File: src/rtl/uart_tx.sv
// UART transmitter: takes a word over valid/ready and sends it LSB-first as
// start bit, DATA_BITS data bits, optional parity bit and 1 or 2 stop bits,
// holding each bit for CLKS_PER_BIT clocks on an idle-high line.
module uart_tx #(
  parameter int CLKS_PER_BIT = 414,
  parameter int DATA_BITS    = 8,
  parameter int PARITY       = 0,   // 0 = none, 1 = odd, 2 = even
  parameter int STOP_BITS    = 1
) (
  input  logic                 CLKIN,
  input  logic                 RESET,
  input  logic [DATA_BITS-1:0] data,
  input  logic                 valid,
  output logic                 ready,
  output logic                 out,
  output logic                 done
);

  // Reject configurations the frame logic cannot represent.
  if (CLKS_PER_BIT < 1) begin : g_bad_cpb
    $error("uart_tx: CLKS_PER_BIT must be >= 1");
  end
  if (DATA_BITS < 5 || DATA_BITS > 9) begin : g_bad_data_bits
    $error("uart_tx: DATA_BITS must be in 5..9");
  end
  if (PARITY < 0 || PARITY > 2) begin : g_bad_parity
    $error("uart_tx: PARITY must be 0, 1 or 2");
  end
  if (STOP_BITS < 1 || STOP_BITS > 2) begin : g_bad_stop_bits
    $error("uart_tx: STOP_BITS must be 1 or 2");
  end

  localparam int             CW        = (CLKS_PER_BIT > 1) ? $clog2(CLKS_PER_BIT) : 1;
  localparam logic [CW-1:0]  CNT_LAST  = CW'(CLKS_PER_BIT - 1);
  localparam logic [3:0]     DATA_LAST = 4'(DATA_BITS - 1);
  localparam logic [3:0]     STOP_LAST = 4'(STOP_BITS - 1);
  localparam logic           USE_PAR   = (PARITY != 0);
  localparam logic           ODD_PAR   = (PARITY == 1);

  typedef enum logic [2:0] {
    S_IDLE,
    S_START,
    S_DATA,
    S_PAR,
    S_STOP
  } state_e;

  state_e                 state_q, state_d;
  logic [CW-1:0]          cnt_q, cnt_d;
  logic [3:0]             idx_q, idx_d;
  logic [DATA_BITS-1:0]   shift_q, shift_d;
  logic                   parity_q, parity_d;
  logic                   out_q, out_d;
  logic                   ready_q, ready_d;
  logic                   done_q, done_d;
  logic                   bit_end;

  // The current bit has been on the line for CLKS_PER_BIT clocks.
  assign bit_end = (cnt_q == CNT_LAST);

  // State register: all sequential state, synchronous reset has priority.
  always_ff @(posedge CLKIN) begin
    if (RESET) begin
      state_q  <= S_IDLE;
      cnt_q    <= '0;
      idx_q    <= '0;
      // NOTE: the shift register is cleared too so nothing stale from an
      // aborted frame can leak into the next one.
      shift_q  <= '0;
      parity_q <= 1'b0;
      out_q    <= 1'b1;
      ready_q  <= 1'b0;
      done_q   <= 1'b0;
    end else begin
      // NOTE: non-blocking assignments so every register samples the values
      // from before this edge, independent of statement order.
      state_q  <= state_d;
      cnt_q    <= cnt_d;
      idx_q    <= idx_d;
      shift_q  <= shift_d;
      parity_q <= parity_d;
      out_q    <= out_d;
      ready_q  <= ready_d;
      done_q   <= done_d;
    end
  end

  // Next-state logic: frame sequencing, baud/bit counting, word capture.
  always_comb begin
    // NOTE: every signal gets a default first so no path leaves one
    // unassigned, which would otherwise infer a latch.
    state_d  = state_q;
    cnt_d    = (state_q == S_IDLE || bit_end) ? '0 : cnt_q + CW'(1);
    idx_d    = idx_q;
    shift_d  = shift_q;
    parity_d = parity_q;

    unique case (state_q)
      S_IDLE: begin
        if (valid && ready_q) begin
          state_d  = S_START;
          idx_d    = '0;
          shift_d  = data;
          parity_d = (^data) ^ ODD_PAR;
        end
      end
      S_START: begin
        if (bit_end) begin
          state_d = S_DATA;
          idx_d   = '0;
        end
      end
      S_DATA: begin
        if (bit_end) begin
          if (idx_q == DATA_LAST) begin
            state_d = USE_PAR ? S_PAR : S_STOP;
            idx_d   = '0;
          end else begin
            idx_d   = idx_q + 4'd1;
            shift_d = shift_q >> 1;
          end
        end
      end
      S_PAR: begin
        if (bit_end) begin
          state_d = S_STOP;
          idx_d   = '0;
        end
      end
      S_STOP: begin
        if (bit_end) begin
          if (idx_q == STOP_LAST) begin
            state_d = S_IDLE;
            idx_d   = '0;
          end else begin
            idx_d   = idx_q + 4'd1;
          end
        end
      end
      default: state_d = S_IDLE;
    endcase
  end

  // Output logic: registered line level, ready and done derived from the
  // state being entered so they change on the same edge as the state.
  always_comb begin
    out_d   = 1'b1;
    ready_d = (state_d == S_IDLE);
    done_d  = (state_q == S_STOP) && bit_end && (idx_q == STOP_LAST);
    unique case (state_d)
      S_START: out_d = 1'b0;
      S_DATA:  out_d = shift_d[0];
      S_PAR:   out_d = parity_d;
      default: out_d = 1'b1;
    endcase
  end

  assign out   = out_q;
  assign ready = ready_q;
  assign done  = done_q;

endmodule

File: config.mk
export PLATFORM = sky130hd
export DESIGN_NAME = uart_tx
export DESIGN_NICKNAME = d
export VERILOG_FILES = /design/src/rtl/uart_tx.sv
export SDC_FILE = /design/constraint.sdc
export NUM_CORES = 1
export LEC_CHECK = 0
export CAP_MARGIN = 0
export CELL_PAD_IN_SITES_DETAIL_PLACEMENT = 0
export CELL_PAD_IN_SITES_GLOBAL_PLACEMENT = 1
export CORE_MARGIN = 1
export CORE_UTILIZATION = 40
export CTS_BUF_LIST = sky130_fd_sc_hd__clkbuf_8
export CTS_CLUSTER_SIZE = 28
export DETAILED_ROUTE_END_ITERATION = 10
export GPL_ROUTABILITY_DRIVEN = 0
export PLACE_DENSITY_LB_ADDON = 0.1
export SKIP_LAST_GASP = 1
export SYNTH_ARGS = -nofsm -noshare
export SYNTH_HDL_FRONTEND = slang
export SYNTH_SLANG_ARGS = --single-unit
export TNS_END_PERCENT = 50
File: constraint.sdc
create_clock -name CLKIN -period 1.8 [get_ports CLKIN]
set_input_delay 0.27 -clock CLKIN [delete_from_list [all_inputs] [get_ports CLKIN]]
set_output_delay 0.27 -clock CLKIN [all_outputs]
set_load 0.1 [all_outputs]
---- Yosys cells after proc, flatten, opt, wreduce, memory -nomap -nowiden ----
Cells that the tools add are included.
word-level totals
  bits in registers ....................... 28
  input port bits ......................... 11
  output and inout port bits .............. 3
  word-level logic and storage cells ...... 61
cells by class
  add/sub/neg operators ................... 2
  equality and inequality tests ........... 14
  muxes and demuxes ....................... 22
  reductions and logical operators ........ 14
operators by type and width
  cell                                                              count
  4-bit 2-to-1 mux                                                  6
  8-bit 2-to-1 mux                                                  3
  3-bit 2-to-1 mux                                                  7
  4-bit case mux with 4 select lines                                1
  8-bit case mux with 2 select lines                                1
  3-bit case mux with 5 select lines                                1
  3-bit by 2-bit == test with 1-bit output (second input constant)  4
  9-bit by 1-bit adder with 9-bit output (second input constant)    1
  9-bit == test (second input constant)                             1
  8-bit XOR reduction                                               1
  3-bit by 1-bit == test with 1-bit output (second input constant)  2
  3-bit zero test                                                   2
  2-bit != test (second input constant)                             3
  5-bit AND reduction                                               1
  4-bit by 1-bit adder with 4-bit output (second input constant)    1
  4-bit by 3-bit == test with 1-bit output (second input constant)  1
  4-bit zero test                                                   1
  2-bit by 1-bit != test with 1-bit output (second input constant)  2
  4-bit AND reduction                                               1
  4-bit nonzero test                                                1
  2-bit OR reduction                                                2
  3-bit == test (second input constant)                             1
  1-bit logical AND                                                 3
  1-bit case mux with 3 select lines                                1
  3 further kinds                                                   4

---- Longest topological paths before layout ----
  depth in word-level cells ............... 6
  gate-level depth with buffers ........... 8
  mapped depth without buffers ............ 7

---- Worst setup path after synthesis ----
OpenSTA, ideal clock, no wires.
  path type ............................... register -> register
  from .................................... register ready_q (netlist: ready)
  to ...................................... register out_q (netlist: out)
  setup time .............................. 0.140 ns
  arrival ................................. 1.834 ns
  required time ........................... 1.660 ns
  path slack .............................. -0.174 ns
  cell stages (with the launch flop) ...... 5
  path buffers ............................ 0
  clock period less this slack ............ 1.974 ns
  cell sequence ........................... dfxtp_1 > and3_4 > nor2_4 > a2111oi_2 > a221oi_1
between the ends
  cells in the longest elaborated chain, start to end .. 5
  elaborated cells on any way between the ends .. 11
  those cells by class .................... eq/ne (3); mux (7); reduce/logical (1)
RTL lines
  what                                                                                                         RTL line  text
  start: declaration                                                                                           54        logic ready_q, ready_d;
  start signal: assignment                                                                                     83        ready_q <= ready_d;
  1-bit logical AND (*)                                                                                        100       if (valid && ready_q) begin
  3-bit 2-to-1 mux                                                                                             100
  3-bit case mux with 5 select lines                                                                           98        unique case (state_q)
  3-bit by 2-bit == test with 1-bit output / 3-bit by 1-bit == test with 1-bit output (equally long branches)  150       unique case (state_d)
  1-bit case mux with 3 select lines (*)                                                                       150
  end signal: assignment                                                                                       82        out_q <= out_d;
  end: declaration                                                                                             53        logic out_q, out_d;
Every way passes the cells marked *; elsewhere a longest branch is shown, timed or not. The select of a mux whose other input is x is not followed.
A chain may end at the register's enable or synchronous reset.

---- Final worst setup path ----
  from .................................... register idx_q[0]
  to ...................................... register out_q (netlist: out)
between the ends
  cells in the longest elaborated chain, start to end .. 6
  elaborated cells on any way between the ends .. 14
  those cells by class .................... eq/ne (4); mux (9); reduce/logical (1)
RTL lines
  what                                                                                                         RTL line  text
  start: declaration                                                                                           50        logic [3:0] idx_q, idx_d;
  start signal: assignment                                                                                     79        idx_q <= idx_d;
  4-bit by 3-bit == test with 1-bit output / 4-bit zero test (equally long branches)                           115, 132
  3-bit 2-to-1 mux, on equally long branches                                                                   115, 132
  3-bit 2-to-1 mux, on equally long branches                                                                   114, 131
  3-bit case mux with 5 select lines                                                                           98
  3-bit by 2-bit == test with 1-bit output / 3-bit by 1-bit == test with 1-bit output (equally long branches)  150
  1-bit case mux with 3 select lines (*)                                                                       150
Marked as above.

==> flow_summary.json <==
{
  "ys_warn_count": 0,
  "rows": 21,
  "antenna_cells": 0,
  "cts_tree": "done",
  "drive_gt1_frac": 0.215,
  "ir_drop_mv": 0.320,
  "synth_area_leaders": "dfxtp_1 40%, xnor2_1 5.6%, a21oi_1 4.6%, nor2_1 4.2%, ha_1 3.5%",
  "r2r-start": "idx_q[0]",
  "finalWorstSetupSlack_ps": -70.2,
  "avgSynthCellArea_um2": 9.12,
  "post-route-drc-count": 0,
  "cp-startpoint": "idx_q[0]",
  "r2r_cells": 7,
  "core-area_um2": 3360,
  "clock_power_share": 0.281,
  "cap_violations": 0,
  "viasPerCell": 5.11,
  "min-delay-start": "shift_q[3]",
  "io_pins": 14,
  "finalMaxSlewViolations": 0,
  "yosysTopAreaCell": "dfxtp_1",
  "slowest_stage": "or3b_4",
  "postSynthCellCount": 155,
  "holdPathStages": 2,
  "clkLatencyLatePin_ps": 270,
  "io_buffers": 13,
  "grt_pass1_vias": 1051,
  "critical_path.cell_chain": "inv_2, ha_1, or3b_4, or3_4, a32o_2, nor4_2, a221oi_1",
  "ys_ff_latch": 28,
  "cp-end-kind": "flip-flop",
  "start_util": 0.420,
  "report.power.total_w": 0.00122,
  "die-area_um2": 3780,
  "max_slew_margin": 0.736,
  "violations": "setup timing",
  "netSwitchingFraction": 0.271,
  "wl_per_cell_um": 12.6,
  "p_int_w": 0.000889,
  "start_kind": "flip-flop",
  "power_frac_seq": 0.539,
  "rsz0062_at_grt": "yes",
  "dp_hpwl_um": 2220,
  "final_hold_viol_count": 0,
  "final_antenna_net_count": 0,
  "drt_wl_total_um": 2870,
  "worst-setup-path-type": "flip-flop to flip-flop",
  "num-fill-cells": 346,
  "power.switching_w": 0.000330,
  "yosysUniqueCellTypes": 41,
  "synth_area_um2": 1410,
  "crit_arrival_ps": 2020,
  "synth_edf_count": 0,
  "status": "finished with violations",
  "clockBufferDepth": 2,
  "setup_viol": 1,
  "pwr-share-comb": 0.180,
  "num_vias": 1160,
  "synth_top_flop_cell": "dfxtp_1",
  "nets": 198,
  "grt_max_degree": 19,
  "synth_seq_area_share": 0.396,
  "die_height_um": 61.5,
  "power_density_nw_per_um2": 703,
  "post-route-period-util": 1.04,
  "cts_made_buffers": 3,
  "cp.required_ps": 1950,
  "clock-sinks": 28,
  "clk_pin_slew_ps": 90,
  "fp.dieW_um": 61.5,
  "final.min_clock_period_ps": 1870,
  "syn_nets": 170,
  "grt_pass1_wl_um": 4640,
  "drt_iter0_markers": 32,
  "p_leak_nw": 0.615,
  "synthArstFlopShare": 0,
  "slowest_delay_ps": 370,
  "grtUsageTotal": 0.167,
  "tightest_slew_ps": 392,
  "synth_top_cell_area_share": 0.396,
  "grt.overflow.total": 0,
  "post-route-util": 0.515,
  "antenna_found_initial": 0,
  "path_max_fanout": 3,
  "cts-root-buf": "clkbuf_8",
  "finClkSkew_ps": 4.78,
  "drtPass1Iterations": 4,
  "area_growth_syn_to_layout_pct": 22.6,
  "cts_max_level": 1,
  "max_freq_mhz": 535,
  "hold_class": "flip-flop to flip-flop"
}
## path summary, 6_finish.rpt
path         slack [ps]    endpoint
max                 -70         out
min                 460  shift_q[3]
max reg2reg         -70         out
min reg2reg         460  shift_q[3]
## routing by layer
layer	up-vias	GRT usage	wire, um
met5	-	0	0
li1	606	-	-
met1	540	0.215	1410
met4	0	0.0571	38
met2	10	0.284	1350
met3	4	0.0252	65
## sequential cells by signal (all words and copies together), names as in the netlist
register,count
done,1
idx_q,4
shift_q,8
state_q,3
cnt_q,9
ready,1
parity_q,1
out,1
## layout make-up
cell class,count,area [um2],share of cell area
Tap cell,46,57.6,0.0332
Inverter,5,18.8,0.0108
Timing Repair Buffer,29,243,0.140
Sequential cell,28,564,0.326
Multi-Input combinational cell,116,808,0.466
Clock buffer,3,41.3,0.0238
## synth_stat cells (2+ instances only)
cell and count:
xor2_1 5, clkbuf_1 2, or3_1 4, nand2_1 13, a211oi_1 2, nand3_1 5, a22oi_1 6, nand3b_1 3
a21oi_1 13, dfxtp_1 28, o21ai_0 5, xnor2_1 9, buf_6 3, nand4bb_1 2, nor2_1 16, nor4_2 2
and3_1 2, mux2i_1 2, inv_1 5, ha_1 4, nor2b_1 3, and4_1 2
## power by group through the flow
| stage | registers (W) | logic [W] | clock network [W] |
|---|---|---|---|
| 2_1_floorplan | 0.000709 | 0.000114 | 0 |
| 3_5_place_dp | 0.000670 | 0.000217 | 0 |
| 6_report | 0.000657 | 0.000220 | 0.000342 |
| 3_3_place_gp | 0.000670 | 0.000215 | 0 |
| 4_1_cts | 0.000656 | 0.000218 | 0.000354 |
| 5_1_grt | 0.000660 | 0.000240 | 0.000378 |
## what timing repair did
| action | in CTS | in global routing |
|---|---|---|
| setup buffers | 0 | 0 |
| gates resized for setup | 2 | 6 |
| setup endpoints to repair | 1 | 8 |
| pin swaps | 1 | 1 |
| hold buffers | 0 | 0 |
## critical path, delay by kind of cell (launching register included)
kind                       cells  cell delay (ps)
buffers and inverters          1               50
DFF                            1              340
and+or+nand+nor                3              850
adders and majority gates      1              130
AOI/OAI and AO/OA              2              370
## stage by stage
stage	hold WS, ps	TNS, ps	instances	setup slack [ps]	instance area (um2)
finish	459	-70.2	227	-70.2	1730
floorplan	406	0	155	22.1	1420
detailed placement	451	-71.5	224	-71.5	1670
CTS	463	-83.6	227	-83.6	1720
global placement	447	-16.3	224	-16.3	1670
global route	477	-280	227	-150	1730
## cells by family after synthesis
group	share of synthesized area
AND/OR/NAND/NOR	0.254
AO/OA/AOI/OAI	0.167
flip-flops	0.396
XOR/XNOR	0.0867
buffers and inverters	0.0460
adder cells (fa/ha/maj)	0.0354
multiplexers	0.0142
## cell usage in the layout (no fill, tap or decap), types with 2 or more instances in the layout
cell and count:
xnor2_1 9, o21ai_0 5, and4_1 2, a21oi_1 13
buf_4 19, nor3_2 2, nand2_1 13, and3_1 2
nor2_1 16, nor4_2 2, nand4bb_1 2, mux2i_1 2
ha_1 4, clkdlybuf4s50_1 10, a211oi_1 2, inv_1 4
nand3b_1 3, nand3_1 5, nor2b_1 3, dfxtp_1 25
dfxtp_2 3, or3_1 3, xor2_1 5, clkbuf_8 3
a22oi_1 6
Note: power is estimated with default switching activity, not from simulation.
